<file path="src/rtl/mips32_test_sequencer.sv">
// -----------------------------------------------------------------------------
// mips32_test_sequencer
//
// Runs one test of a MIPS32 core per accepted start:
//   1. LOAD    streams prog_len instruction words into the core's instruction
//              memory (valid/ready in, combinational write port out).
//   2. INIT    pulses core_init for one cycle (clears halted flag/PC/branch).
//   3. RUN     holds core_run until the core halts or TIMEOUT_CYC cycles pass.
//   4. RD_REQ / RD_WAIT / DUMP  reads registers 0..NUM_DUMP-1 through the
//              core's register-file port (one-cycle read latency) and presents
//              each one on a valid/ready dump stream.
//   5. DONE    one cycle, raises done; done/timeout hold until the next start.
//
// Ports
//   clk1, reset                 clock (rising edge), async active-high reset
//   start, prog_len             sequence request, program length in words
//   in_valid/in_ready/in_data   instruction-word input stream
//   mem_we/mem_addr/mem_wdata   core instruction-memory write port
//   core_init, core_run         core control; core_halted from the core
//   reg_rd_en/idx/data          core register-file read port
//   dump_valid/ready/idx/data   register dump output stream
//   busy, done, timeout         status
// -----------------------------------------------------------------------------
module mips32_test_sequencer #(
  parameter int ADDR_W      = 10,
  parameter int NUM_DUMP    = 6,
  parameter int TIMEOUT_CYC = 300
) (
  input  logic              clk1,
  input  logic              reset,
  input  logic              start,
  input  logic [ADDR_W:0]   prog_len,
  input  logic              in_valid,
  output logic              in_ready,
  input  logic [31:0]       in_data,
  output logic              mem_we,
  output logic [ADDR_W-1:0] mem_addr,
  output logic [31:0]       mem_wdata,
  output logic              core_init,
  output logic              core_run,
  input  logic              core_halted,
  output logic              reg_rd_en,
  output logic [4:0]        reg_rd_idx,
  input  logic [31:0]       reg_rd_data,
  output logic              dump_valid,
  input  logic              dump_ready,
  output logic [4:0]        dump_idx,
  output logic [31:0]       dump_data,
  output logic              busy,
  output logic              done,
  output logic              timeout
);

  localparam int LEN_W = ADDR_W + 1;
  localparam int CNT_W = $clog2(TIMEOUT_CYC + 1);
  localparam logic [LEN_W-1:0] MAX_LEN   = {1'b1, {ADDR_W{1'b0}}};
  localparam logic [CNT_W-1:0] CYC_LAST  = CNT_W'(TIMEOUT_CYC - 1);
  localparam logic [4:0]       DUMP_LAST = 5'(NUM_DUMP - 1);

  typedef enum logic [2:0] {
    S_IDLE, S_LOAD, S_INIT, S_RUN, S_RD_REQ, S_RD_WAIT, S_DUMP, S_DONE
  } state_t;

  state_t           state_q, state_d;
  logic [LEN_W-1:0] len_q;
  logic [LEN_W-1:0] ld_cnt_q;
  logic [CNT_W-1:0] cyc_q;
  logic [4:0]       dcnt_q;
  logic [4:0]       dump_idx_q;
  logic [31:0]      dump_data_q;
  logic             done_q;
  logic             timeout_q;

  // Program lengths beyond the memory size are clamped to a full memory.
  logic [LEN_W-1:0] len_clamped;
  assign len_clamped = (prog_len > MAX_LEN) ? MAX_LEN : prog_len;

  // ---------------------------------------------------------------------------
  // State register
  // ---------------------------------------------------------------------------
  always_ff @(posedge clk1 or posedge reset) begin
    if (reset) begin
      state_q <= S_IDLE;
    end else begin
      state_q <= state_d;
    end
  end

  // ---------------------------------------------------------------------------
  // Next-state logic
  // ---------------------------------------------------------------------------
  always_comb begin
    state_d = state_q;
    case (state_q)
      S_IDLE:    if (start) state_d = (prog_len == '0) ? S_INIT : S_LOAD;
      S_LOAD:    if (in_valid && (ld_cnt_q == len_q - LEN_W'(1))) state_d = S_INIT;
      S_INIT:    state_d = S_RUN;
      // A halt seen on the final allowed cycle wins over the timeout.
      S_RUN:     if (core_halted || (cyc_q == CYC_LAST)) state_d = S_RD_REQ;
      S_RD_REQ:  state_d = S_RD_WAIT;
      S_RD_WAIT: state_d = S_DUMP;
      S_DUMP:    if (dump_ready) state_d = (dcnt_q == DUMP_LAST) ? S_DONE : S_RD_REQ;
      S_DONE:    state_d = S_IDLE;
      default:   state_d = S_IDLE;
    endcase
  end

  // ---------------------------------------------------------------------------
  // Output logic
  // ---------------------------------------------------------------------------
  always_comb begin
    in_ready   = 1'b0;
    mem_we     = 1'b0;
    mem_addr   = '0;
    mem_wdata  = '0;
    core_init  = 1'b0;
    core_run   = 1'b0;
    reg_rd_en  = 1'b0;
    reg_rd_idx = '0;
    dump_valid = 1'b0;
    busy       = 1'b1;
    case (state_q)
      S_IDLE:   busy = 1'b0;
      S_LOAD: begin
        in_ready = 1'b1;
        if (in_valid) begin
          mem_we    = 1'b1;
          mem_addr  = ld_cnt_q[ADDR_W-1:0];
          mem_wdata = in_data;
        end
      end
      S_INIT:   core_init = 1'b1;
      S_RUN:    core_run  = 1'b1;
      S_RD_REQ: begin
        reg_rd_en  = 1'b1;
        reg_rd_idx = dcnt_q;
      end
      S_DUMP:   dump_valid = 1'b1;
      S_DONE:   busy = 1'b0;
      default:  busy = 1'b1;
    endcase
  end

  assign dump_idx  = dump_idx_q;
  assign dump_data = dump_data_q;
  assign done      = done_q;
  assign timeout   = timeout_q;

  // ---------------------------------------------------------------------------
  // Counters and status registers
  // ---------------------------------------------------------------------------
  always_ff @(posedge clk1 or posedge reset) begin
    if (reset) begin
      len_q       <= '0;
      ld_cnt_q    <= '0;
      cyc_q       <= '0;
      dcnt_q      <= '0;
      dump_idx_q  <= '0;
      dump_data_q <= '0;
      done_q      <= 1'b0;
      timeout_q   <= 1'b0;
    end else begin
      case (state_q)
        S_IDLE: begin
          if (start) begin
            len_q     <= len_clamped;
            ld_cnt_q  <= '0;
            dcnt_q    <= '0;
            done_q    <= 1'b0;
            timeout_q <= 1'b0;
          end
        end
        S_LOAD: if (in_valid) ld_cnt_q <= ld_cnt_q + LEN_W'(1);
        S_INIT: cyc_q <= '0;
        S_RUN: begin
          cyc_q <= cyc_q + CNT_W'(1);
          if (!core_halted && (cyc_q == CYC_LAST)) timeout_q <= 1'b1;
        end
        // Register-file data is valid the cycle after the read request.
        S_RD_WAIT: begin
          dump_data_q <= reg_rd_data;
          dump_idx_q  <= dcnt_q;
        end
        S_DUMP: begin
          if (dump_ready) begin
            if (dcnt_q == DUMP_LAST) done_q <= 1'b1;
            else                     dcnt_q <= dcnt_q + 5'd1;
          end
        end
        default: ;
      endcase
    end
  end

endmodule
</file>
<file path="config.mk">
export PLATFORM = sky130hd
export DESIGN_NAME = mips32_test_sequencer
export DESIGN_NICKNAME = d
export VERILOG_FILES = /design/src/rtl/mips32_test_sequencer.sv
export SDC_FILE = /design/constraint.sdc
export NUM_CORES = 1
export LEC_CHECK = 0
export CAP_MARGIN = 25
export CELL_PAD_IN_SITES_DETAIL_PLACEMENT = 1
export CELL_PAD_IN_SITES_GLOBAL_PLACEMENT = 2
export CORE_ASPECT_RATIO = 0.5
export CORE_MARGIN = 1.5
export CORE_UTILIZATION = 27
export DETAILED_ROUTE_END_ITERATION = 8
export PLACE_DENSITY = 0.94
export SLEW_MARGIN = 20
export SYNTH_ARGS = -nofsm -noshare
export SYNTH_HDL_FRONTEND = slang
export SYNTH_SLANG_ARGS = --single-unit
export TNS_END_PERCENT = 30
</file>
<file path="constraint.sdc">
create_clock -name clk1 -period 7.7 [get_ports clk1]
set_input_delay 1.925 -clock clk1 [delete_from_list [all_inputs] [get_ports clk1]]
set_output_delay 1.925 -clock clk1 [all_outputs]
set_load 0.005 [all_outputs]
</file>
==> reports/qor.yml, run 1 <==
status:
  status: "finished clean"
flow_run:
  maxCapViolCount: 0
routing:
  drcViolationCount: 0
  drt_pass1_iterations: 4
  drt_iter0_markers: 122
  wl_mm: 13.1
  post_drt_via_cell_ratio: 4.93
  wl_per_cell_um: 17.0
  vias: 3809
  final_antenna_net_count: 0
synthesis:
  synth_compound_area_share_pct: 9.55
  ys_types: 54
  synth_top_family_by_area: "simple AND/OR/NAND/NOR gates"
  synth_seq_cells: 78
  synth_top_cell_area_share_pct: 47.1
  synth_fa_ha_area_share_pct: 1.51
  yosys.area_share.simple_pct: 22.6
  synth.area.top_cells: "dfrtp_1 (47%), mux2_2 (9.8%), and3_1 (7.0%)"
  async_reset_ff_share_pct: 100
  synth-xor-area-share_pct: 4.87
  syn_area_um2: 4140
  yosysWarnings: 0
  seq_area_frac_synth_pct: 47.1
  ys.flop_type: "dfrtp_1"
  synth_edf_count: 0
  synthCells: 404
  synthMuxAreaShare_pct: 11.2
  syn-num-nets: 490
  post-synth-top-area-cell: "dfrtp_1"
  syn_avg_cell_area_um2: 10.2
global_route:
  grt_pass1_wl_mm: 21.1
  grt_pass1_vias: 3955
  overflow: 0
  grt_start_max_net_pins: 50
  grtUsageTotal_pct: 16.5
  antenna_found_initial: 0
worst_setup_path:
  rrSetupSlack_ns: 5.11
  critPathKind: "input port to output port"
  cpPeakStageDelay_ns: 0.74
  reg2regPathDepth: 7
  critical_path.endpoint_type: "output port"
  cp_num_buf_inv: 4
  crit_top_cell: "clkdlybuf4s50_1"
  worstPathCellList: "clkdlybuf4s50_1 -> buf_4 -> nand4bb_1 -> inv_1 -> clkdlybuf4s50_1"
  r2r-start: "state_q[0]$_DFFE_PP0P_"
  crit_required_ns: 5.78
  startpoint_type: "input port"
  crit_fanout: 28
  cp_slowest_cell: "clkdlybuf4s50_1"
  r2r_end: "ld_cnt_q[3]$_DFFE_PP0P_"
  path_delay_family: "buffers and inverters"
  arrival_ns: 4.04
timing:
  max_freq_mhz: 168
  rsz0062_at_grt: "no"
  period_minus_slack_ns: 5.97
  tightest_slew_ns: 0.730
  fin_skew_ns: 0.00463
  hold_viol: 0
  finalSetupViolCount: 0
  relSlewSlack_pct: 51.3
  fin_setup_tns_ns: 0
  period_share_pct: 77.5
  finalMaxSlewViolations: 0
clock_tree:
  hold_buffers: 0
  cts_sinks: 78
  htreeDepth: 3
  tritoncts: "yes"
  clock_latency_ns: 0.33
  postCtsSetupBuffers: 0
  clk_pin_slew_worst_paths_ns: 0.06
  cts_buffers: 9
  post_cts_resized: 0
  root_buffer: "clkbuf_16"
  clockBufferDepth: 2
placed_design:
  portBuffers: 173
  dpl.hpwl_mm: 9.54
  gp_congestion: 0.774
  placed_area_um2: 6060
die:
  row_count: 31
  dieHeight_um: 90.6
  die_x_um: 178
  core_area_um2: 14700
  dieArea_um2: 16100
  ios: 174
  start_util_pct: 28.2
layout:
  syn_to_final_growth_pct: 53.4
  drive_gt1_share_pct: 11.0
  stdcell_area_um2: 6350
  fillers: 1662
  diodes: 0
  register_area_um2: 1950
  num-nets-final: 657
  multiInputGateArea_um2: 2070
pwr:
  p_sw_share_pct: 34.4
  clockPowerShare_pct: 19.8
  p_int_mw: 1.34
  power_density_nw_per_um2: 322
  p_leak_nw: 2.76
  pwr-share-seq_pct: 34.5
  switchingPower_mw: 0.705
  pwr-share-comb_pct: 45.7
  peakVddDrop_mv: 0.143
min_path:
  min_path_type: "register to register"
  min_path_cells: 1
  min_to: "cyc_q[8]$_DFFE_PP0P_"
  worstHoldStart: "cyc_q[8]$_DFFE_PP0P_"
## state kept, by name, indices dropped and copies added (netlist names)
name and flops:
dcnt_q 5, len_q 11, dump_data 32, ld_cnt_q 11
cyc_q 9, dump_idx 5, done 1, timeout 1
state_q 3
## layer usage
metal | up-vias | GRT usage [%] | routed length [µm]
met5 | - | 0 | 0
met4 | 0 | 4.20 | 165
met3 | 13 | 4.12 | 897
met2 | 118 | 28.8 | 6390
met1 | 1888 | 20.3 | 5660
li1 | 1790 | - | -
## layout by cell type (no fill, tap or decap), drive strengths merged, types with 6 or more instances in the layout
| cell type | netlist | layout |
|---|---|---|
| and3 | 46 | 46 |
| clkbuf | 15 | 12 |
| mux2i | 6 | 6 |
| nand2 | 32 | 32 |
| inv | 10 | 10 |
| mux2 | 36 | 36 |
| nor2 | 29 | 29 |
| nand4 | 6 | 6 |
| o21ai | 18 | 18 |
| xnor2 | 8 | 8 |
| nor3 | 7 | 7 |
| dfrtp | 78 | 78 |
| clkdlybuf4s50 | 0 | 173 |
| nand3 | 17 | 17 |
| xor2 | 15 | 15 |
| and2 | 6 | 6 |
## cells in the mapped netlist, drive strengths merged, types with 2 or more instances
library cell,n
nor4,3
a21o,2
nand3,17
a32oi,2
o21bai,2
a211oi,3
a22o,5
and2,6
nor2,29
or4,2
clkbuf,15
o2bb2ai,2
and4bb,2
ha,5
mux2i,6
buf,6
inv,10
mux2,36
nor3,7
and3,46
nand3b,3
xnor2,8
a32o,3
a21oi,5
xor2,15
nor4b,3
a21bo,2
nor2b,4
dfrtp,78
a31oi,4
nand4,6
o21ai,18
nand2,32
a2bb2oi,2
a221oi,2
## worst reg2reg max path, delay by kind of cell (launching register included)
family,cells,cell delay [ns]
flip-flops,1,0.72
buffers and inverters,2,0.70
XOR/XNOR,1,0.17
AND/OR/NAND/NOR,4,0.90
## per-stage QoR
step                worst slack (ns)  hold slack, ns  util, %  instances  power, mW
global route                    1.57           0.517     43.2        772       2.20
finish                          1.73           0.483     43.2        772       2.05
floorplan                       3.49           0.443        -        404       1.19
CTS                             1.76           0.489     43.1        771       2.07
detailed placement              1.77           0.479     41.2        757       1.64
global placement                1.86           0.470     41.2        757       1.61
## power groups by stage
stage / clock network [mW] / logic, mW / registers (mW)
after detailed placement: 0 / 0.934 / 0.710
after CTS: 0.417 / 0.944 / 0.706
after floorplan: 0 / 0.524 / 0.667
after global routing: 0.436 / 1.03 / 0.731
after global placement: 0 / 0.908 / 0.702
final: 0.406 / 0.935 / 0.705
## cell families (layout without fill, tap and decap cells)
family | count (synthesis) | count (layout)
flip-flops | 78 | 78
AND/OR/NAND/NOR | 167 | 167
XOR/XNOR | 23 | 23
AO/OA/AOI/OAI | 57 | 57
multiplexers | 42 | 42
adder cells (fa/ha/maj) | 5 | 5
buffers and inverters | 32 | 202
## final cells by class
class / count / share of cell area (%)
flip-flops and latches: 78 / 30.7
repair buffers: 177 / 27.9
multi-input cells: 294 / 32.5
clock buffers: 12 / 3.72
clock inverters: 2 / 0.552
inverters: 11 / 0.650
well taps: 198 / 3.90
## worst max-delay path by stage
| stage | start | end | slack [ns] | depth (start not counted) |
|---|---|---|---|---|
| finish | in_valid | mem_we | 1.73 | 5 |
| global route | in_valid | mem_we | 1.57 | 5 |
| CTS | in_valid | mem_we | 1.76 | 5 |
| detailed placement | in_valid | mem_we | 1.77 | 5 |
| global placement | in_valid | mem_we | 1.86 | 5 |
| floorplan | in_valid | mem_addr[0] | 3.49 | 2 |
Power figures use the tool's default switching activity.
==> run 2: changes to the inputs <==
- CORE_UTILIZATION: 27 -> 23
- PLACE_DENSITY: 0.94 -> 0.86
- clock period: 7.7 -> 5.39 ns (I/O delays scaled with it)
==> run 2 against run 1 <==
Against the previous run:
- clock power rose by 52%
- routed wire length grew 2.0%
- critical path depth did not move
- non-clock buffer count rose by 2
- sequential share of layout area fell by 0.46 points
- critical endpoint is now mem_addr[5]
==> reports/qor.yml, run 2 (synthesis gave the netlist of run 1 again) <==
worst_setup_path:
  reg2regPathDepth: 7  # unchanged
  r2r-start: "state_q[0]$_DFFE_PP0P_"  # unchanged
  arrival_ns: 3.11  # was 4.04 ns
  critPathKind: "register to output port"  # was input port to output port
  startpoint_type: "register"  # was input port
  crit_required_ns: 4.04  # was 5.78 ns
  r2r_end: "ld_cnt_q[3]$_DFFE_PP0P_"  # unchanged
  crit_fanout: 44  # was 28
  critical_path.endpoint_type: "output port"  # unchanged
  rrSetupSlack_ns: 2.74  # was 5.11 ns
layout:
  stdcell_count: 812  # was 772
  fillers: 1971  # was 1662
  layout_commonest_cell: "clkdlybuf4s50_1"  # unchanged
  syn_to_final_growth_pct: 55.8  # was 53.4%
  final_cell_mix: "clkdlybuf4s50_1 (173), dfrtp_1 (78), and3_1 (46)"  # unchanged
  multiInputGateArea_um2: 2070  # unchanged
  largest_reg_flops: 32  # unchanged
  diodes: 0  # unchanged
  num-nets-final: 659  # was 657
  register_area_um2: 1950  # unchanged
  drive_gt1_share_pct: 12.1  # was 11.0%
timing:
  max_freq_mhz: 224
  period_share_pct: 82.6
  fin_skew_ns: 0.00623  # was 0.00463 ns
  period_minus_slack_ns: 4.45
  finalMaxSlewViolations: 0  # unchanged
  finalSetupViolCount: 0  # unchanged
  rsz0062_at_grt: "no"  # unchanged
  fin_setup_tns_ns: 0  # unchanged
  tightest_slew_ns: 0.848  # was 0.730 ns
  hold_viol: 0  # unchanged
  relSlewSlack_pct: 43.4  # was 51.3%
routing:
  wl_mm: 13.4  # was 13.1 mm
  post_drt_via_cell_ratio: 4.65  # was 4.93
  drt_iter0_markers: 130  # was 122
  drcViolationCount: 0  # unchanged
  wl_per_cell_um: 16.5  # was 17.0 µm
  final_antenna_net_count: 0  # unchanged
  vias: 3776  # was 3809
  drt_pass1_iterations: 4  # unchanged
die:
  die_x_um: 193  # was 178 µm
  dieArea_um2: 18900  # was 16100 µm²
  dieHeight_um: 97.9  # was 90.6 µm
  row_count: 34  # was 31
  core_area_um2: 17500  # was 14700 µm²
  ios: 174  # unchanged
  start_util_pct: 23.7  # was 28.2%
global_route:
  grtUsageTotal_pct: 14.1  # was 16.5%
  grt_pass1_vias: 3887  # was 3955
  grt_start_max_net_pins: 45  # was 50
  antenna_found_initial: 0  # unchanged
  overflow: 0  # unchanged
  grt_pass1_wl_mm: 20.9  # was 21.1 mm
clock_tree:
  cts_buffers: 9  # unchanged
  post_cts_resized: 0  # unchanged
  clock_latency_ns: 0.33  # about the same
  clk_pin_slew_worst_paths_ns: 0.06  # about the same
  clockBufferDepth: 2  # unchanged
  postCtsSetupBuffers: 0  # unchanged
  tritoncts: "yes"  # unchanged
  cts_sinks: 78  # unchanged
  hold_buffers: 0  # unchanged
  htreeDepth: 3  # unchanged
  root_buffer: "clkbuf_16"  # unchanged
pwr:
  p_leak_nw: 2.79  # was 2.76 nW
  power_density_nw_per_um2: 460  # was 322 nW/µm²
  peakVddDrop_mv: 0.186  # was 0.143 mV
  total_power_mw: 2.97  # was 2.05 mW
placed_design:
  gp_congestion: 0.827  # was 0.774
  portBuffers: 173  # unchanged
  dp.cells: 795  # was 757
  dpl.hpwl_mm: 10.2  # was 9.54 mm
min_path:
  min_path_type: "register to register"  # unchanged
  worstHoldStart: "cyc_q[8]$_DFFE_PP0P_"  # unchanged
  min_to: "cyc_q[8]$_DFFE_PP0P_"  # unchanged
  min_path_cells: 1  # unchanged
flow_run:
  maxCapViolCount: 0  # unchanged
status:
  status: "finished clean"  # unchanged
[run 2: changes by cell type in the layout (fill, tap and decap cells not counted), sizes merged]
cell,before,now
buf,4,6
clkbuf,12,10
clkinv,2,5
clkinvlp,0,1
[run 2: power breakdown]
part | switching (mW) | leakage, nW | internal [mW]
clock network | 0.247 | 0.148 | 0.370
registers | 0.213 | 0.986 | 0.795
logic | 0.566 | 1.65 | 0.776
[run 2: layer usage]
layer	up-vias	GRT usage (%)	part of all wire, %
met3	13	3.63	6.9
met4	0	3.40	0.99
met1	1875	16.3	42
li1	1790	-	-
met5	-	0	0
met2	98	25.8	50
[run 2: worst max path at each step]
stage                     cells past startpoint                    from  slack, ns                   end
after floorplan                               1                   reset       2.05  cyc_q[0]$_DFFE_PP0P_
after global routing                          5  state_q[0]$_DFFE_PP0P_       0.79           mem_addr[5]
after global placement                        4                in_valid       0.97           mem_addr[2]
final                                         5  state_q[0]$_DFFE_PP0P_       0.94           mem_addr[5]
after CTS                                     4                in_valid       0.90           mem_addr[2]
after detailed placement                      4                in_valid       0.90           mem_addr[2]
[run 2: final cells by class]
type,instances,area share [%]
multi-input cells,294,32.0
flip-flops and latches,78,30.3
repair buffers,179,27.9
well taps,234,4.54
clock buffers,10,3.71
clock inverters,6,0.951
inverters,11,0.640
[run 2: critical path, cell delays in order, from the launching register on]
cell	delay [ns]
dfrtp_1	0.78
inv_2	0.23
or3_1	0.40
inv_2	0.47
and3_1	0.32
clkdlybuf4s50_1	0.56
[run 2: per-stage QoR]
stage	cell area (µm²)	worst slack [ns]	util [%]	hold WS, ns
finish	6450	0.935	36.9	0.485
global route	6450	0.788	36.9	0.520
CTS	6420	0.901	36.7	0.487
detailed placement	6120	0.901	35.0	0.479
global placement	6120	0.967	35.0	0.469
floorplan	4140	2.05	-	0.443
==> variant 1, RTL diff (config.mk and constraints of run 2) <==
Change the parameter `ADDR_W` from 10 to 12.
--- a/src/rtl/mips32_test_sequencer.sv
+++ b/src/rtl/mips32_test_sequencer.sv
@@ -24,3 +24,3 @@
 module mips32_test_sequencer #(
-  parameter int ADDR_W      = 10,
+  parameter int ADDR_W      = 12,
   parameter int NUM_DUMP    = 6,
Ports: changed (resized mem_addr and prog_len); port bits go from 174 to 178. No check against the original RTL was run, so the function may have changed too.
==> variant 1 against run 2 <==
  * Sequential cell count up 4
  * Critical path type is now in -> out
  * Largest power group unchanged
  * Power up 4.5%
  * Wire length increased by 5.2%
  * First-iteration DRC count up 20%
  * Count of clock-buffer cells in the layout increased by 2
  * Die area increased by 5.1%
  * Global-route usage about the same
  * Utilization is 0.25 points lower
  * Synthesized area increased by 5.2%
  * Clock power up 18%
  * Setup slack got worse by 0.16 ns
  * Synthesized cell count rose by 7.9%
  * Cell area up 5.0%
  * Register-to-register slack got worse by 0.02 ns
==> variant 1: results <==
export IMPL_synth_area_leaders="dfrtp_1, mux2_2, and2_1"
export IMPL_grt_met2_usage_pct=24.8
export IMPL_netlist_instances=436
export IMPL_via_count=3851
export IMPL_met3_usage_pct=2.08
export IMPL_hp_start="dump_idx[1]$_DFFE_PP0P_"
export IMPL_grt_max_degree=47
export IMPL_worstReg2RegEnd="ld_cnt_q[11]$_DFFE_PP0P_"
export IMPL_io_buffer_count=177
export IMPL_worst_pin_slew_ns=0.919
export IMPL_switching_share_pct=32.8
export IMPL_synth_common_cells="dfrtp_1, and2_1, nand2_1, mux2_2, nor2_1"
export IMPL_largest_reg_flops=32
export IMPL_clkPwrFrac_pct=23.5
export IMPL_holdPathEnd="dump_idx[1]$_DFFE_PP0P_"
export IMPL_path_max_fanout=40
export IMPL_p_total_mw=3.10
export IMPL_status="completed"
export IMPL_leakagePower_nw=2.74
export IMPL_dr_wl_met2_mm=7.33
export IMPL_gp_congestion=0.773
export IMPL_routedLengthMet1_mm=6.23
export IMPL_cp_arrival_ns=3.27
export IMPL_cpPeakStageDelay_ns=0.53
export IMPL_yosysSeqAreaShare_pct=47.1
export IMPL_wirelength_mm=14.1
export IMPL_fillCellCount=2126
export IMPL_dpl_cell_count=854
export IMPL_peakVddDrop_mv=0.184
export IMPL_fin_skew_ns=0.00546
export IMPL_diodes=0
export IMPL_layout_nets=695
export IMPL_slowest_stage="clkdlybuf4s50_1"
export IMPL_use_met1_pct=17.9
export IMPL_track_usage_pct=14.0
export IMPL_hold_depth=2
export IMPL_rr_worst_depth=6
export IMPL_drtIter0Drc=156
export IMPL_grt_pass1_wl_mm=21.8
export IMPL_p_seq_mw=1.05
export IMPL_drive_above_1_share_pct=11.1
export IMPL_syn_num_nets=524
export IMPL_routedWlPerCell_um=16.1
export IMPL_ys_types=47
export IMPL_dr_pass1_iters=4
export IMPL_post_dp_hpwl_mm=10.6
export IMPL_met3WireLength_um=341
export IMPL_insertion_delay_ns=0.34
export IMPL_rrSetupSlack_ns=2.72
export IMPL_maxUsedRoutingLayer="met4"
## variant 1: cell count changes in the layout (fill, tap and decap cells not counted), sizes merged, moves of 7 or more
cell	change
nand2	+7
nand3	-9
and3	-41
and2	+42
## variant 1: stage by stage
stage / setup WS, ns / area [um2] / util (%) / hold WS [ns]
floorplan: 1.89 / 4360 / - / 0.451
global placement: 0.891 / 6410 / 34.7 / 0.471
detailed placement: 0.793 / 6410 / 34.7 / 0.478
CTS: 0.777 / 6770 / 36.6 / 0.492
global route: 0.670 / 6770 / 36.6 / 0.517
finish: 0.775 / 6770 / 36.6 / 0.486
## variant 1: area by class of cell
class / count / area [um2] / share of cell area, %
clock buffer: 12 / 256 / 3.79
clock inverter: 4 / 97.6 / 1.44
inverter: 9 / 35.0 / 0.517
multi-input combinational: 322 / 2190 / 32.4
sequential: 82 / 2050 / 30.3
tap: 259 / 324 / 4.79
timing repair buffer: 183 / 1810 / 26.8
## variant 1: logic make-up (layout without fill, tap and decap cells)
kind of cell	count (synthesis)	after routing	synth area share, %
simple gates	192	192	24.1
flops	82	82	47.1
compound gates	61	61	9.59
mux	40	40	10.2
buf+inv	32	208	2.76
xor+xnor	24	24	4.82
fa+ha+maj	5	5	1.44
## variant 1: how the worst max path moves through the flow
stage,from,to
global route,in_valid,mem_wdata[8]
finish,in_valid,mem_wdata[8]
floorplan,in_valid,mem_addr[10]
CTS,in_valid,mem_wdata[8]
detailed placement,in_valid,mem_wdata[8]
global placement,in_valid,mem_wdata[8]
## variant 1: worst reg2reg max path, delay by kind of cell, from the launching register on
family	cells	cell delay (ns)
flip-flops	1	0.63
buffers and inverters	1	0.35
AO/OA/AOI/OAI	2	0.46
AND/OR/NAND/NOR	3	1.16
==> variant 2, RTL diff (settings of run 2) <==
Without the edit above. Encoding of `state_t`: now one-hot (8 bits for 8 states).
--- a/src/rtl/mips32_test_sequencer.sv
+++ b/src/rtl/mips32_test_sequencer.sv
@@ -59,4 +59,4 @@
 
-  typedef enum logic [2:0] {
-    S_IDLE, S_LOAD, S_INIT, S_RUN, S_RD_REQ, S_RD_WAIT, S_DUMP, S_DONE
+  typedef enum logic [7:0] {
+    S_IDLE = 8'b00000001, S_LOAD = 8'b00000010, S_INIT = 8'b00000100, S_RUN = 8'b00001000, S_RD_REQ = 8'b00010000, S_RD_WAIT = 8'b00100000, S_DUMP = 8'b01000000, S_DONE = 8'b10000000
   } state_t;
Function: same outputs for any inputs over 10 cycles, from zero or initial values and one cycle with reset high; not proved beyond that.
==> variant 2 against run 2 <==
  * Cell count is 3.6% higher
  * Sequential cell count increased by 5
  * Non-clock buffer count is 1 lower
  * Register-to-register slack better by 0.05 ns
  * Global-route usage down 0.91 points
  * Wire length fell by 4.4%
  * First-iteration DRC count down 10%
  * Cell area rose by 3.3%
  * Maximum frequency is 3.9% lower
  * Setup slack got worse by 0.18 ns
  * Critical path depth is 1 higher
  * Sequential share of layout area grew 0.94 points
  * Synthesized area grew 4.0%
  * Critical path type is now in -> out
  * Critical endpoint is now mem_wdata[6]
  * Largest cell class unchanged
Power is not compared: it rests on default switching activity, and its combinational part moved more than twofold at a synthesized area within 25%.
==> variant 2: results <==
export IMPL_status="completed"
export IMPL_routedWlPerCell_um=15.2
export IMPL_dpl_cell_count=823
export IMPL_yosysSeqAreaShare_pct=48.3
export IMPL_synth_area_leaders="dfrtp_1, mux2_2, and2_1"
export IMPL_drtIter0Drc=117
export IMPL_io_buffer_count=173
export IMPL_largest_reg_flops=32
export IMPL_cts_setup_buffers=0
export IMPL_ys_types=47
export IMPL_via_count=3814
export IMPL_grt_max_degree=55
export IMPL_fillCellCount=2062
export IMPL_insertion_delay_ns=0.33
export IMPL_antenna_found_initial=0
export IMPL_netlist_instances=427
export IMPL_slowest_stage="clkdlybuf4s50_1"
export IMPL_grt_pass1_wl_mm=20.5
export IMPL_gp_congestion=0.738
export IMPL_root_buffer="clkbuf_16"
export IMPL_syn_num_nets=513
export IMPL_peakVddDrop_mv=0.137
export IMPL_via_per_inst=4.54
export IMPL_post_dp_hpwl_mm=9.83
export IMPL_drive_above_1_share_pct=10.5
export IMPL_fin_skew_ns=0.00575
export IMPL_post_cts_resize_count=0
export IMPL_layout_nets=682
export IMPL_cpPeakStageDelay_ns=0.53
export IMPL_grt_pass1_vias=3943
export IMPL_cp_arrival_ns=3.29
export IMPL_track_usage_pct=13.2
export IMPL_synth_common_cells="dfrtp_1, and2_1, nand2_1, mux2_2, nor2_1"
export IMPL_path_max_fanout=47
export IMPL_worst_pin_slew_ns=0.661
export IMPL_h_tree_depth=3
export IMPL_post_place_ws_ns=0.760
-- variant 2: cell types whose count changed in the layout (fill, tap and decap cells not counted), moves of 4 or more --
cell | run 2 | this run
nor4_1 | 2 | 7
and2_1 | 6 | 50
o21ai_0 | 15 | 19
nand4_1 | 6 | 10
and3_1 | 46 | 4
inv_1 | 7 | 14
nand2_1 | 32 | 37
o31ai_1 | 0 | 5
nand3b_1 | 3 | 7
dfrtp_1 | 78 | 82
-- variant 2: per-stage QoR --
step	utilization (%)	instance area, um2	power (mW)
3_3_place_gp	34.3	6290	1.40
3_5_place_dp	34.3	6290	1.42
6_report	36.3	6660	2.12
5_1_grt	36.3	6660	2.26
4_1_cts	36.1	6630	2.14
2_1_floorplan	-	4310	1.17
-- variant 2: layout make-up --
class | instances | share of cell area (%)
inverter | 15 | 0.864
tap | 240 | 4.51
clock buffer | 10 | 3.44
sequential | 83 | 31.2
clock inverter | 6 | 1.69
multi-input combinational | 309 | 31.5
timing repair buffer | 178 | 26.8
-- variant 2: worst paths after layout --
| check | from | end | slack (ns) | cells past startpoint |
|---|---|---|---|---|
| setup reg to reg | len_q[0]$_DFFE_PP0P_ | state_q[1]$_DFFE_PP0P_ | 2.79 | 7 |
| setup / recovery | in_valid | mem_wdata[6] | 0.76 | 6 |
| hold reg to reg | dump_idx[1]$_DFFE_PP0P_ | dump_idx[1]$_DFFE_PP0P_ | 0.48 | 2 |
| hold / removal | dump_idx[1]$_DFFE_PP0P_ | dump_idx[1]$_DFFE_PP0P_ | 0.48 | 2 |
| min in group asynchronous | reset | dump_data[15]$_DFFE_PP0P_ | 1.27 | 2 |
| max in group asynchronous | reset | state_q[0]$_DFFE_PP1P_ | 3.13 | 4 |
-- variant 2: layer usage --
metal  global-route usage (%)  share of wire (%)  vias to the layer above
li1                         -                  -                     1828
met1                     16.4                 45                     1919
met2                     23.8                 52                       58
met3                     2.51                2.6                        9
met4                     2.84               0.90                        0
met5                        0                  0                        -
-- variant 2: kinds of logic after synthesis --
logic type | Yosys count | synth area share, %
XOR/XNOR | 21 | 4.27
multiplexers | 41 | 10.6
AND/OR/NAND/NOR | 189 | 24.1
adder cells (fa/ha/maj) | 5 | 1.45
flip-flops | 83 | 48.3
buffers and inverters | 35 | 3.05
AO/OA/AOI/OAI | 53 | 8.28
-- variant 2: critical path: cells and delay by family --
kind          cells  cell delay, ns
buf+inv           4            1.49
simple gates      2            0.43
-- variant 2: report_power, final --
group,internal (mW),leakage [nW],switching (mW)
sequential,0.690,1.07,0.0880
clock,0.455,0.167,0.255
combinational,0.324,1.55,0.310
